$ cat config.mk
export PLATFORM = sky130hd
export DESIGN_NAME = sync_fifo_ctrl
export DESIGN_NICKNAME = d
export VERILOG_FILES = /design/src/rtl/sync_fifo_ctrl.sv
export SDC_FILE = /design/constraint.sdc
export NUM_CORES = 2
export LEC_CHECK = 0
export CAP_MARGIN = 20
export CORE_UTILIZATION = 40
export CTS_BUF_LIST = sky130_fd_sc_hd__clkbuf_2 sky130_fd_sc_hd__clkbuf_4 sky130_fd_sc_hd__clkbuf_8
export CTS_CLUSTER_SIZE = 30
export DETAILED_ROUTE_END_ITERATION = 10
export PLACE_DENSITY = 0.56
export SYNTH_ARGS = -nofsm -noshare
export SYNTH_HDL_FRONTEND = slang
export SYNTH_SLANG_ARGS = --single-unit
$ cat constraint.sdc
create_clock -name sys_clk -period 3.5 [get_ports sys_clk]
set_clock_uncertainty 0.05 [all_clocks]
set_input_delay 1.05 -clock sys_clk [delete_from_list [all_inputs] [get_ports sys_clk]]
set_output_delay 1.05 -clock sys_clk [all_outputs]
set_load 0.03 [all_outputs]
$ cat src/rtl/sync_fifo_ctrl.sv
// Single-clock FIFO controller with register-array storage, registered status
// flags, occupancy count, overflow/underflow pulses and a selectable read mode
// (standard registered read or first-word-fall-through).
module sync_fifo_ctrl #(
    parameter int DATA_W    = 8,
    parameter int ADDR_W    = 8,
    parameter bit FWFT      = 1'b0,
    parameter int AFULL_TH  = (2 ** ADDR_W) - 2,
    parameter int AEMPTY_TH = 2
) (
    input  logic              sys_clk,
    input  logic              sys_rst_n,
    input  logic              wr_en,
    input  logic [DATA_W-1:0] wr_data,
    input  logic              rd_en,
    output logic [DATA_W-1:0] rd_data,
    output logic              full,
    output logic              empty,
    output logic              almost_full,
    output logic              almost_empty,
    output logic [ADDR_W:0]   data_count,
    output logic              overflow,
    output logic              underflow
);

    localparam int DEPTH = 2 ** ADDR_W;
    localparam logic [ADDR_W:0]   DEPTH_C  = (ADDR_W + 1)'(DEPTH);
    localparam logic [ADDR_W:0]   AFULL_C  = (ADDR_W + 1)'(AFULL_TH);
    localparam logic [ADDR_W:0]   AEMPTY_C = (ADDR_W + 1)'(AEMPTY_TH);
    localparam logic [ADDR_W:0]   CNT_ONE  = (ADDR_W + 1)'(1);
    localparam logic [ADDR_W-1:0] PTR_ONE  = (ADDR_W)'(1);

    logic [DATA_W-1:0] mem [DEPTH];
    logic [ADDR_W-1:0] wr_ptr;
    logic [ADDR_W-1:0] rd_ptr;
    logic [ADDR_W:0]   count;
    logic [ADDR_W:0]   count_nxt;
    logic              wr_acc;
    logic              rd_acc;

    // Acceptance looks only at the registered flags, so a pop cannot make
    // room for a write in the same cycle (and vice versa).
    assign wr_acc = wr_en & ~full;
    assign rd_acc = rd_en & ~empty;

    assign data_count = count;

    // Next occupancy; simultaneous accepted read and write cancel out.
    always_comb begin
        count_nxt = count;
        if (wr_acc && !rd_acc) begin
            count_nxt = count + CNT_ONE;
        end else if (rd_acc && !wr_acc) begin
            count_nxt = count - CNT_ONE;
        end
    end

    // Storage array; contents are deliberately left unreset.
    always_ff @(posedge sys_clk) begin
        if (wr_acc) begin
            mem[wr_ptr] <= wr_data;
        end
    end

    // Pointers, count and flags; flags derive from the next count so they
    // always agree with data_count on the same edge.
    always_ff @(posedge sys_clk or negedge sys_rst_n) begin
        if (!sys_rst_n) begin
            wr_ptr       <= '0;
            rd_ptr       <= '0;
            count        <= '0;
            full         <= 1'b0;
            empty        <= 1'b1;
            almost_full  <= 1'b0;
            almost_empty <= 1'b1;
            overflow     <= 1'b0;
            underflow    <= 1'b0;
        end else begin
            if (wr_acc) begin
                wr_ptr <= wr_ptr + PTR_ONE;
            end
            if (rd_acc) begin
                rd_ptr <= rd_ptr + PTR_ONE;
            end
            count        <= count_nxt;
            full         <= (count_nxt == DEPTH_C);
            empty        <= (count_nxt == '0);
            almost_full  <= (count_nxt >= AFULL_C);
            almost_empty <= (count_nxt <= AEMPTY_C);
            overflow     <= wr_en & full;
            underflow    <= rd_en & empty;
        end
    end

    if (FWFT) begin : g_fwft
        // Head word is shown continuously; rd_en pops what is displayed.
        assign rd_data = mem[rd_ptr];
    end else begin : g_std
        logic [DATA_W-1:0] rd_q;

        // Registered read: data appears one edge after an accepted read.
        always_ff @(posedge sys_clk or negedge sys_rst_n) begin
            if (!sys_rst_n) begin
                rd_q <= '0;
            end else if (rd_acc) begin
                rd_q <= mem[rd_ptr];
            end
        end

        assign rd_data = rd_q;
    end

endmodule

; ---- Word-level counts from Yosys, hierarchy flattened
; Memory sizes are Yosys's and may differ from the RTL's. A register that Yosys moved wholly into a read port is not among the register bits.
; Index checks and enable logic that the tools add are counted.
[totals]
register_bits = 31
ram_bits = 2048
input_bits = 12
output_inout_bits = 23
memories = 1
[classes]
n_addsub = 4
n_lt_le_gt_ge = 2
n_eq_ne = 1
mux = 4
n_bitwise = 6
reduce_logical = 6
[mem_list]
columns = name, words, word_bits, read_ports, rd_ports_with_merged_regs, write_ports, line
row1 = mem, 256, 8, 1, 1, 1, 33  ; logic [DATA_W-1:0] mem [DEPTH];
[op_table]
columns = operator, count
row1 = $mux 9, 2
row2 = $add 8x1->8 const B, 2
row3 = $add 9x1->9 const B, 1
row4 = $eq 9x9->1 const B, 1
row5 = $ge 9x8->1 const B, 1
row6 = $le 9x2->1 const B, 1
row7 = $logic_not 9->1, 1
row8 = $sub 9x1->9 const B, 1
row9 = $and 1x1->1, 4
row10 = $logic_not 1->1, 3
row11 = $logic_and 1x1->1, 2
row12 = $mux 1, 2
row13 = $not 1->1, 2

; ---- Logic depth before layout (Yosys ltp)
[logic_depth]
depth_word = 7
depth_mapped = 13

; ---- Worst setup path before layout
; OpenSTA, ideal clock, no wires.
[synth_path]
path_type = input to register
from = input wr_en
to = memory mem[100][0] (enable)
setup_time_ns = 0.370
arrival_time_ns = 2.533
required_ns = 3.080
slack_ns = 0.546
stages = 6
path_buffers = 3
path_cell_list = nor2b_1 > clkbuf_1 > buf_1 > nand3_1 > clkbuf_1 > nor2_1
[synth_between]
elab_chain_cells = 3
[synth_lines]
columns = element, line
row1 = from (decl), 13  ; input logic wr_en,
row2 = $and 1x1->1, 43  ; assign wr_acc = wr_en & ~full;
row3 = $mux 1, 60  ; if (wr_acc) begin
row4 = $mux 1 (implied by the code), 61  ; mem[wr_ptr] <= wr_data;
row5 = to (decl), 33
; Every way passes these cells.

==> reports/results.txt <==
max cap viols: 0
Synthesis Warnings: 0
DP Wirelength: 144500 µm
IR drop worst, VDD: 0.4561 mV
FMAX: 0.2925 GHz
Req. time, crit path: 4.37 ns
core area: 202500 µm²
H-tree levels: 5
crit share post-route: 0.9769
post-synthesis cell type count: 73
Area after DPL: 89540 µm²
clock buffer depth: 4
ys async rst share: 0.01869
Initial Util: 0.4030
critical path class: register to register
DR vias/cell: 5.632
Pwr per Cell Area: 758.9 nW/µm²
synthesized area: 81620 µm²
Min-Delay Path Class: input pin to register
via count: 43410
GRT Resource Usage Total: 0.2217
Routability Congestion: 0.8665
Max Transition Viols Final: 0
share of cells above drive strength 1: 0.3254
TritonCTS clock tree: built
CTS buffer count: 352
total grt overflow: 0
Clk Latency, worst-skew pair: 1.07 ns
antenna violations before repair: 4
final setup fails: 0
largest net degree at the start of global routing: 87
DR DRC count: 0
Synth-to-Final Area Change: 18.06%
Die H: 453.7 µm
RSZ-0062 raised after global routing: no
Post-synth EDFFs: 2048
Port Buffer Count: 34
FP Rows: 165
iteration count of the initial detailed-routing pass: 7
Top Ports: 35
Leak Pwr: 31.84 nW
clock-pin slew on the worst setup and hold paths: 0.06 ns
Critical Path AT: 4.29 ns
Fin Setup TNS: 0 ns
Mapped Cells: 4009
vias in the first global route: 43960
first-pass GRT wire length: 325000 µm
Die Area: 205900 µm²
Critical Path Sink Type: register
wire length per cell: 29.56 µm
final WL: 227800 µm
syn_nets: 4028
Final nets: 4802
1st-iter DRT viols: 4620
hold violation total from the final report: 0
CP Launch Type: register
crit path time final: 3.419 ns
Seq/Total Area, Yosys: 0.7655
Die X-Extent: 453.7 µm
clk sinks: 2087
Slew headroom: 0.3578
number of synthesized register bits: 2087
syn_area_per_cell: 20.36 µm²
status: complete, no violations
DRT antenna net count: 0
prevailing post-synth register cell: edfxtp_1
worst-margin pin slew: 0.9483 ns
Design Area, Final: 96360 µm²
crit path max fanout: 25
Root Driver: clkbuf_8
==> synth_stat cells (all sizes together), types with 5 or more instances <==
library cell  count  area (µm²)
a211oi           13       97.59
a2111oi          10       100.1
nor3             36       180.2
clkbuf          100       376.6
nand2b           11       68.82
xnor2            18       157.7
edfxtp         2048       61500
dfrtp            37       925.9
mux4            419        9437
nor4             10       62.56
o21ai            50       250.2
nand4             5       31.28
or2               9       56.31
a221oi           13       113.9
o22a              5       43.79
a31oi            19       118.9
and3              7       43.79
a22oi            60       450.4
nand3            38       190.2
a221o             5       50.05
a21oi            73       365.4
and2              7       43.79
o221ai           36       315.3
mux2             18       202.7
o211ai           10       75.07
ha                7       87.58
nor2            296        1111
a22o             19       166.4
nand2           101       379.1
buf             140        1114
o22ai            50       312.8
nor2b            20       125.1
inv              10       37.54
o311ai            8       70.06
mux2i           248        2482
==> layout make-up <==
type	instances	area [µm²]
antenna	2	5.005
clock buffer	471	5819
clock inverter	134	919.6
fill	16900	106200
inverter	12	50.05
multi-input combinational	1670	17710
sequential	2087	62490
tap	2672	3343
timing repair buffer	660	6018
==> cell usage in the layout (no fill, tap or decap), types with 10 or more instances in the layout <==
cell,instances
edfxtp_1,2048
buf_4,549
mux4_2,419
clkbuf_8,372
nor2_1,294
mux2i_1,248
clkbuf_4,106
nand2_1,100
clkinv_1,81
a21oi_1,73
buf_12,73
a22oi_1,60
o22ai_1,50
o21ai_0,39
nor3_1,36
o221ai_1,36
clkinv_2,33
dfrtp_1,31
nand3_1,30
clkdlybuf4s50_1,21
a31oi_1,19
a22o_1,19
xnor2_1,18
nor2b_1,16
mux2_2,15
a211oi_1,13
a221oi_1,13
bufinv_16,13
o21ai_1,11
nand2b_1,10
o211ai_1,10
==> through the flow <==
stage               instances  power [W]  hold slack [ns]    util  setup slack [ns]
global placement         7097    0.05220           0.4611  0.4421           -0.2017
floorplan                4009    0.04221           0.4164       -            0.5464
finish                   7708    0.07312           0.4185  0.4758           0.08077
detailed placement       7097    0.05225           0.4663  0.4421           -0.2130
CTS                      7703    0.07357           0.3168  0.4755          0.006295
global route             7707    0.07564           0.3683  0.4758          0.008191
==> timing repair <==
item                                    4_1_cts  5_1_grt
pin swaps                                     1        1
setup buffers                                 0        2
gates resized for setup                       8        3
endpoints found under the setup margin        8        3
hold buffers                                  1        0
cloned                                        0        1
hold endpoints to repair                     16        0
==> registers in the layout (all words and copies together) (netlist names) <==
name and cells:
underflow 1, overflow 1, mem 2048, rd_data 8, full 1, almost_full 1
almost_empty 1, wr_ptr 8, data_count 9, rd_ptr 8, empty 1
==> power by group <==
part | total [W] | internal [W] | leakage [nW] | switching, W
Sequential | 0.0285 | 0.0279 | 18.9 | 0.000596
Combinational | 0.0233 | 0.00973 | 9.41 | 0.0136
Clock | 0.0213 | 0.0117 | 3.55 | 0.00964
==> per-layer routing <==
| layer | routed length, µm | part of all wire | vias up | global-route usage |
|---|---|---|---|---|
| li1 | - | - | 18160 | - |
| met1 | 96920 | 0.43 | 23100 | 0.3116 |
| met2 | 107400 | 0.47 | 1817 | 0.3466 |
| met3 | 16990 | 0.075 | 345 | 0.04490 |
| met4 | 6539 | 0.029 | 0 | 0.07184 |
| met5 | 0 | 0 | - | 0 |
==> cells by family after synthesis <==
family                   after synthesis  share of synthesized area
AO/OA/AOI/OAI                        399                    0.03397
XOR/XNOR                              22                   0.002361
adder cells (fa/ha/maj)                7                   0.001073
buffers and inverters                252                    0.01881
flip-flops                          2087                     0.7655
multiplexers                         685                     0.1485
AND/OR/NAND/NOR                      557                    0.02979
==> critical path: stages, from the launching register on <==
cell and delay, ns:
dfrtp_4 0.51, buf_12 0.29, buf_12 0.25, buf_4 0.16, mux4_2 0.53, a22oi_1 0.28
a21oi_1 0.18, nor3_1 0.26, buf_4 0.19, o21ai_0 0.07, nand3_1 0.35, nand3_1 0.12
==> final timing paths <==
check	slack, ns	from	depth (start not counted)	to
min in group asynchronous	0.53	sys_rst_n	2	wr_ptr[3]
worst min register to register	0.48	wr_ptr[5]	1	wr_ptr[5]
worst max register to register	0.08	rd_ptr[0]	11	rd_data[6]
worst max-delay path	0.08	rd_ptr[0]	11	rd_data[6]
worst min-delay path	0.42	wr_data[1]	1	mem[177][1]
max in group asynchronous	2.11	sys_rst_n	3	rd_data[7]
Power figures use the tool's default switching activity.
